===== config.mk =====
export PLATFORM = sky130hd
export DESIGN_NAME = fir_tdm_mac_core
export DESIGN_NICKNAME = d
export VERILOG_FILES = /design/src/rtl/fir_tdm_mac_core.sv
export SDC_FILE = /design/constraint.sdc
export NUM_CORES = 2
export LEC_CHECK = 0
export CORE_MARGIN = 2
export CORE_UTILIZATION = 63
export DETAILED_ROUTE_END_ITERATION = 8
export MAX_ROUTING_LAYER = met4
export PLACE_DENSITY = 0.8
export SLEW_MARGIN = 10
export SYNTH_ARGS = -nofsm -noshare
export SYNTH_HDL_FRONTEND = slang
export SYNTH_SLANG_ARGS = --single-unit

===== constraint.sdc =====
create_clock -name iClk12M -period 23 [get_ports iClk12M]
set_clock_uncertainty 0.05 [all_clocks]
set_input_delay 3.45 -clock iClk12M [delete_from_list [all_inputs] [get_ports iClk12M]]
set_output_delay 3.45 -clock iClk12M [all_outputs]
set_load 0.005 [all_outputs]

===== src/rtl/fir_tdm_mac_core.sv =====
// Time-multiplexed FIR: NUM_BANKS MAC lanes, each stepping through TPB taps per sample,
// with shadow/active coefficient banks. Define FIR_SAT_EN to saturate oFirOut instead of wrapping.

module fir_tdm_lane #(
    parameter int IN_W   = 3,
    parameter int COEF_W = 16,
    parameter int ACC_W  = 24
) (
    input  logic              clk,
    input  logic              rst_n,
    input  logic              clr,
    input  logic              en,
    input  logic [COEF_W-1:0] coef,
    input  logic [IN_W-1:0]   samp,
    output logic [ACC_W-1:0]  acc
);
    logic signed [IN_W+COEF_W-1:0] prod;

    assign prod = $signed(coef) * $signed(samp);

    always_ff @(posedge clk or negedge rst_n) begin
        if (!rst_n)   acc <= '0;
        else if (clr) acc <= '0;
        else if (en)  acc <= acc + ACC_W'(prod);
    end
endmodule

module fir_tdm_mac_core #(
    parameter int IN_W      = 3,
    parameter int COEF_W    = 16,
    parameter int ACC_W     = 24,
    parameter int OUT_W     = 16,
    parameter int NUM_TAPS  = 40,
    parameter int NUM_BANKS = 4,
    parameter int ADDR_W    = 6
) (
    input  logic              iClk12M,
    input  logic              iRsn,
    input  logic              iEnSample600k,
    input  logic [IN_W-1:0]   iFirIn,
    input  logic              iCsnRam,
    input  logic              iWrnRam,
    input  logic [ADDR_W-1:0] iAddrRam,
    input  logic [COEF_W-1:0] iWrDtRam,
    output logic [COEF_W-1:0] oRdDtRam,
    input  logic              iCoeffUpdateFlag,
    output logic              oUpdPending,
    output logic [OUT_W-1:0]  oFirOut,
    output logic              oFirValid,
    output logic              oBusy,
    output logic              oOverrun
);
    localparam int TPB = NUM_TAPS / NUM_BANKS;
    localparam int KW  = (TPB > 1) ? $clog2(TPB) : 1;
    localparam int TW  = (NUM_TAPS > 1) ? $clog2(NUM_TAPS) : 1;

    typedef enum logic [1:0] {S_IDLE, S_MAC, S_SUM, S_OUT} state_t;

    state_t                                 state, state_nx;
    logic [KW-1:0]                          k;
    logic [NUM_TAPS-1:0][IN_W-1:0]          dly;
    logic [NUM_TAPS-1:0][COEF_W-1:0]        shadow, active;
    logic [NUM_BANKS-1:0][COEF_W-1:0]       lane_coef;
    logic [NUM_BANKS-1:0][IN_W-1:0]         lane_samp;
    logic [NUM_BANKS-1:0][ACC_W-1:0]        lane_acc;
    logic signed [ACC_W-1:0]                total, total_c;
    logic [OUT_W-1:0]                       out_c;
    logic                                   start, copy, acc_clr, acc_en, addr_ok, k_last;

    assign start   = iEnSample600k && (state == S_IDLE);
    assign copy    = oUpdPending && (state == S_IDLE);
    assign oBusy   = (state != S_IDLE);
    assign addr_ok = (iAddrRam < ADDR_W'(NUM_TAPS));
    assign k_last  = (k == KW'(TPB - 1));

    always_comb begin
        state_nx = state;
        acc_clr  = 1'b0;
        acc_en   = 1'b0;
        case (state)
            S_IDLE: if (iEnSample600k) begin state_nx = S_MAC; acc_clr = 1'b1; end
            S_MAC: begin
                acc_en = 1'b1;
                if (k_last) state_nx = S_SUM;
            end
            S_SUM:   state_nx = S_OUT;
            S_OUT:   state_nx = S_IDLE;
            default: state_nx = S_IDLE;
        endcase
    end

    // Lane b owns taps b*TPB .. b*TPB+TPB-1; k walks through them in lockstep.
    for (genvar b = 0; b < NUM_BANKS; b++) begin : g_lane_sel
        logic [TW-1:0] idx;
        assign idx          = TW'(b * TPB) + TW'(k);
        assign lane_coef[b] = active[idx];
        assign lane_samp[b] = dly[idx];
    end

    fir_tdm_lane #(.IN_W(IN_W), .COEF_W(COEF_W), .ACC_W(ACC_W)) u_lane [NUM_BANKS-1:0] (
        .clk   (iClk12M),
        .rst_n (iRsn),
        .clr   (acc_clr),
        .en    (acc_en),
        .coef  (lane_coef),
        .samp  (lane_samp),
        .acc   (lane_acc)
    );

    always_comb begin
        total_c = '0;
        for (int b = 0; b < NUM_BANKS; b++) total_c = total_c + $signed(lane_acc[b]);
    end

`ifdef FIR_SAT_EN
    localparam logic signed [ACC_W-1:0] SAT_HI = ACC_W'((2 ** (OUT_W - 1)) - 1);
    localparam logic signed [ACC_W-1:0] SAT_LO = ~SAT_HI;

    always_comb begin
        if (total > SAT_HI)      out_c = {1'b0, {(OUT_W-1){1'b1}}};
        else if (total < SAT_LO) out_c = {1'b1, {(OUT_W-1){1'b0}}};
        else                     out_c = total[OUT_W-1:0];
    end
`else
    assign out_c = total[OUT_W-1:0];
`endif

    always_ff @(posedge iClk12M or negedge iRsn) begin
        if (!iRsn) begin
            state       <= S_IDLE;
            k           <= '0;
            dly         <= '0;
            total       <= '0;
            oFirOut     <= '0;
            oFirValid   <= 1'b0;
            oOverrun    <= 1'b0;
        end else begin
            state     <= state_nx;
            oFirValid <= 1'b0;
            if (start) begin
                dly <= {dly[NUM_TAPS-2:0], iFirIn};
                k   <= '0;
            end else if (state == S_MAC && !k_last) begin
                k <= k + 1'b1;
            end
            if (iEnSample600k && oBusy) oOverrun <= 1'b1;
            if (state == S_SUM) total <= total_c;
            if (state == S_OUT) begin
                oFirOut   <= out_c;
                oFirValid <= 1'b1;
            end
        end
    end

    // Copy samples shadow before this edge's write, so a same-edge write lands only in shadow.
    always_ff @(posedge iClk12M or negedge iRsn) begin
        if (!iRsn) begin
            shadow      <= '0;
            active      <= '0;
            oRdDtRam    <= '0;
            oUpdPending <= 1'b0;
        end else begin
            if (!iCsnRam && !iWrnRam && addr_ok) shadow[TW'(iAddrRam)] <= iWrDtRam;
            if (!iCsnRam && iWrnRam) oRdDtRam <= addr_ok ? shadow[TW'(iAddrRam)] : '0;
            if (copy) begin
                active      <= shadow;
                oUpdPending <= 1'b0;
            end else if (iCoeffUpdateFlag) begin
                oUpdPending <= 1'b1;
            end
        end
    end
endmodule


# Word-level counts from Yosys, hierarchy flattened
# Index checks and enable logic that the tools add are counted.
[op_classes]
n_addsub = 11
n_mul = 4
div = 0
order_cmp = 7
eq_ne = 6
shifts = 0
muxes = 41
bitwise_logic = 0
reduce_logical = 17
[ops]
columns = ["cell", "n"]
rows = [
  ["$bwmux W640", 1],
  ["$bmux W16 S6", 4],
  ["$mux W24", 8],
  ["$mux W16", 7],
  ["$add A24 B24 Y24", 4],
  ["$demux W16 S6", 1],
  ["$mul A16 B3 Y19", 4],
  ["$bmux W16 S4", 1],
  ["$bmux W3 S6", 3],
  ["$add A16 B16 Y16", 3],
  ["$lt A6 B7 Y1 const B", 3],
  ["$add A5 B4 Y6 const A", 2],
  ["$bmux W3 S4", 1],
  ["$mux W3", 4],
  ["$logic_and A1 B1 Y1", 8],
  ["$mux W4", 2],
  ["$pmux W2 S4", 1],
  ["$reduce_bool A2 Y1", 4],
  ["$lt A4 B7 Y1 const B", 1],
  ["$lt A5 B7 Y1 const B", 1],
  ["$ge A6 B1 Y1 const B", 1],
  ["$lt A6 B6 Y1 const B", 1],
  ["$mux W1", 6],
  ["$add A4 B4 Y5 const A", 1],
  ["9 further kinds", 14],
]
[totals]
register_bits = 1553
latch_bits = 0
mem_bits_rw = 0
mem_bits_ro = 0
inputBits = 31
word_cells = 218
memories = 0

# Logic depth before layout (Yosys ltp)
[depth]
depth_word = 7
ltp_mapped = 39
ltp_nobuf = 32

# Modules after synthesis
# A second synthesis with hierarchy kept.
[hier_totals]
hier_cells = 6800
hier_area_um2 = 89030.4
[by_module_without_submodules]
columns = ["module", "n_inst", "cells_each", "area_per_inst_um2"]
rows = [
  ["fir_tdm_mac_core", 1, 5024, 73910.9],
  ["fir_tdm_lane (u_lane[0] ...)", 3, 437, 3736.1],
  ["fir_tdm_lane (u_lane[3])", 1, 465, 3911.3],
]

# Worst setup path after synthesis
# Ideal clock, no wire load.
[synth_timing]
path_type = "register to register"
start = "reg k[2]"
end = "reg u_lane[3].acc[15]"
t_arrival_ns = 8.490
setup_slack_ns = 14.388
stages_incl_launch_ff = 36
path_buffers = 8
period_less_slack_ns = 8.612
cell_sequence = "dfrtp_1 > inv_1 > buf_6 > buf_1 > clkbuf_1 > clkbuf_1 > ha_1 > buf_2 > buf_2 > clkbuf_1 > clkbuf_1 > mux4_2 > mux2_2 > a21oi_1 > nor2_1 > fa_1 > ha_1 > ha_1 > a21o_1 > a21oi_1 > o21ai_0 > a21oi_1 > o21bai_1 > a21oi_1 > nor2b_1 > o21a_1 > nor2_1 > xnor2_1 > ha_1 > o211ai_1 > o21ai_0 > o21ai_0 > o21a_1 > or3_1 > a21oi_1 > nand4b_1"
[synth_between]
elab_chain_len = 7
[synth_lines]
columns = ["element", "line", "text"]
rows = [
  ["from (decl)", "60", "logic [KW-1:0] k;"],
  ["from (signal assigned)", "144", "k <= k + 1'b1;"],
  ["$add A5 B4 Y6 *", "95", "assign idx = TW'(b * TPB) + TW'(k);"],
  ["$bmux W16 S6 / $bmux W3 S6 (equally long branches)", "96, 97", ""],
  ["$mux W16 (implied by the code) / $mux W3 (equally long branches)", "96, 97", ""],
  ["$mul A16 B3 Y19 *", "19", "assign prod = $signed(coef) * $signed(samp);"],
  ["$add A24 B24 Y24 *", "24", "else if (en) acc <= acc + ACC_W'(prod);"],
  ["$mux W24 *", "24", ""],
  ["$mux W24 *", "23", "else if (clr) acc <= '0;"],
  ["to (signal assigned)", "24", ""],
  ["to (decl)", "15", "output logic [ACC_W-1:0] acc"],
]
# Mark *: on every way between the ends. The rest lies on a longest branch, timed or not. The select of a mux whose other input is x is not followed.
# A chain may end at the register's enable or synchronous reset.

# Worst setup path in the final report
[layout_timing]
start = "reg k[1]"
end = "reg u_lane[3].acc[15]"
# The elaborated chain is that of the path after synthesis.

==> impl_metrics.yaml <==
floorplanning:
  die_w_microns: 366
  rows: 132
  floorplan.die_area_sq_um: 134000
  initial_core_util_pct: 63.5
  coreArea_sq_um: 130000
  boundaryPins: 67
  die_h_microns: 366
yosys:
  syn_inst: 6220
  synth_top_family_by_area: "multiplexers"
  ys_seq_area_share_pct: 46.2
  yosysWarnings: 0
  synthXorXnorAreaFrac_pct: 1.17
  synth_compound_area_share_pct: 6.41
  synth_flop_cell: "dfrtp_1"
  ys_types: 77
  synth.cell_area_sq_um: 82400
  ys_ff_latch: 1521
  synth_area_per_cell_sq_um: 13.2
  synthMuxAreaShare_pct: 32.3
  synth_edf_count: 0
  synthArstFlopShare_pct: 100
  syn-num-nets: 6535
  synth_fa_ha_area_share_pct: 5.17
  yosys.area_share.simple_pct: 5.71
drt:
  first_iter_violations: 6621
  routed-via-count: 56100
  remaining_drc_errors: 0
  wire_per_inst_microns: 30.4
  antenna_left: 0
  vias_per_cell: 7.02
  dr.pass1.iters: 6
  wl_microns: 242000
worst_setup_path:
  cp.depth: 30
  critical_path.slowest_cell: "buf_4"
  critPathLaunchType: "flip-flop"
  required_ps: 23670
  crit_family: "buffers and inverters"
  end_kind: "flip-flop"
  cp_common_cell: "a21oi_1"
  cp_max_fo: 118
  crit_buf_inv: 4
  critical_path_class: "flip-flop to flip-flop"
  slowest_delay_ps: 760
  reg2regPathDepth: 30
  worstPathArrival_ps: 10230
sta:
  slew_headroom_pct: 13.9
  post-route-period-util_pct: 41.6
  drv_slew: 0
  hold_ws_ps: 411
  grt_setup_unrepaired: "false"
  worst_pin_slew_ps: 1280
  hold_viol_final: 0
  finalSetupViolations: 0
  period_minus_slack_ps: 9570
  timing.fmax_mhz: 105
  fin_tns_setup_ps: 0
cts:
  cts_made_buffers: 158
  tritoncts: "done"
  cts_resized: 0
  cts_root_buffer: "clkbuf_16"
  clock_latency_ps: 820
  clock-sinks: 1521
  clk_path_buf_depth: 3
  cts_setup_buffers: 0
  clk_pin_slew_ps: 60
  cts_hold_buf: 0
  htreeDepth: 4
power_and_ir_drop:
  powerDensity_nw_per_um2: 137
  leakage_nw: 42.1
  irDropWorstVdd_uv: 107
global_routing:
  grt_pass1_wl_microns: 363000
  antenna_found_initial: 5
  grt.total_usage_pct: 38.1
  grt_max_degree: 180
  grt_overflow: 0
  grt_pass1_vias: 57000
outcome:
  status: "finished clean"
placement:
  gp_congestion: 0.916
  hpwlAfterDp_microns: 153000
  io_buffers: 66
cells_and_area:
  multi_input_area_sq_um: 42000
  seqCellArea_sq_um: 38100
  mostFrequentLayoutCells: "dfrtp_1, mux2_2, nand2_1"
  layout_commonest_cell: "dfrtp_1"
  areaGrowthSynthToFinish_pct: 9.08
  drive_gt1_share_pct: 35.9
  fill_cells: 8469
  nNetsFinal: 6427
worst_hold_path:
  hold_path.class: "flip-flop to flip-flop"
  whs_path_depth: 1
flow_run:
  drv_cap: 0
## state kept, by name (all words and copies together) (netlist names)
| register | count |
|---|---|
| active | 640 |
| shadow | 640 |
| dly | 120 |
| u_lane.acc | 64 |
| oFirOut | 16 |
| oRdDtRam | 16 |
| total | 16 |
| k | 4 |
| state | 2 |
| oFirValid | 1 |
| oOverrun | 1 |
| oUpdPending | 1 |
## cells in the mapped netlist, drive strengths merged, types with 31 or more instances
library cell	instances	area [sq um]
xnor2	90	796
nor3	34	170
mux2i	92	921
nand4	66	413
nand2	558	2090
a22o	54	473
a21oi	122	611
mux2	1329	15000
fa	94	1880
a221oi	56	490
ha	190	2380
o21ai	147	747
a22oi	224	1680
nor2	234	883
nor2b	46	288
mux4	472	10700
dfrtp	1521	38100
clkbuf	354	1330
nand2b	31	194
buf	108	713
inv	111	417
## stage by stage
step                      util (%)  worst slack [ps]  power [mW]  instances  instance area [sq um]
final                         69.3             13430        12.3       7984                  89800
after global routing          69.3             12970        12.9       7982                  89800
after CTS                     69.3             13580        12.2       7978                  89800
after detailed placement      65.1             13660        9.54       7694                  84400
after global placement        65.1             13730        9.32       7694                  84400
after floorplan                  -             14390        7.95       6220                  82400
## worst reg2reg max path, delay by kind of cell (launching register included)
kind / cells / cell delay, ps
AO/OA/AOI/OAI: 13 / 2310
XOR/XNOR: 1 / 80
adder cells (fa/ha/maj): 4 / 1450
buffers and inverters: 4 / 2760
flip-flops: 1 / 730
multiplexers: 3 / 1350
AND/OR/NAND/NOR: 5 / 770
## cell families (layout without fill, tap and decap cells)
| family | after synthesis | after routing |
|---|---|---|
| XOR/XNOR | 108 | 108 |
| multiplexers | 1893 | 1893 |
| buffers and inverters | 574 | 590 |
| adder cells (fa/ha/maj) | 284 | 284 |
| AND/OR/NAND/NOR | 1072 | 1072 |
| other | 0 | 6 |
| flip-flops | 1521 | 1521 |
| AO/OA/AOI/OAI | 768 | 768 |
## final timing paths
path / start / to / slack [ps]
max in group asynchronous: iRsn / active[426] / 15430
setup / recovery: k[1] / u_lane[3].acc[15] / 13430
setup reg to reg: k[1] / u_lane[3].acc[15] / 13430
min in group asynchronous: iRsn / oFirValid / 2630
hold reg to reg: oOverrun / oOverrun / 410
hold / removal: oOverrun / oOverrun / 410
## power breakdown
| group | switching, mW | leakage (nW) | internal, mW |
|---|---|---|---|
| combinational | 3.02 | 18.7 | 2.65 |
| sequential | 0.631 | 20.7 | 3.37 |
| clock | 1.12 | 2.67 | 1.53 |
| total | 4.77 | 42.1 | 7.56 |
## layer usage
metal,vias to the layer above,wire (microns),global-route usage (%)
li1,22900,-,-
met1,29000,89200,48.2
met2,3297,109000,55.3
met3,843,27200,10.2
met4,0,16600,22.9
met5,-,0,-
## cell type report
class / count / share of cell area [%]
Multi-Input combinational cell: 4125 / 46.8
Sequential cell: 1521 / 42.4
Clock buffer: 235 / 5.27
Tap cell: 1742 / 2.43
Timing Repair Buffer: 194 / 1.90
Clock inverter: 49 / 0.756
Inverter: 112 / 0.469
Antenna cell: 6 / 0.0167
No activity file was read; power rests on OpenSTA's default activity.
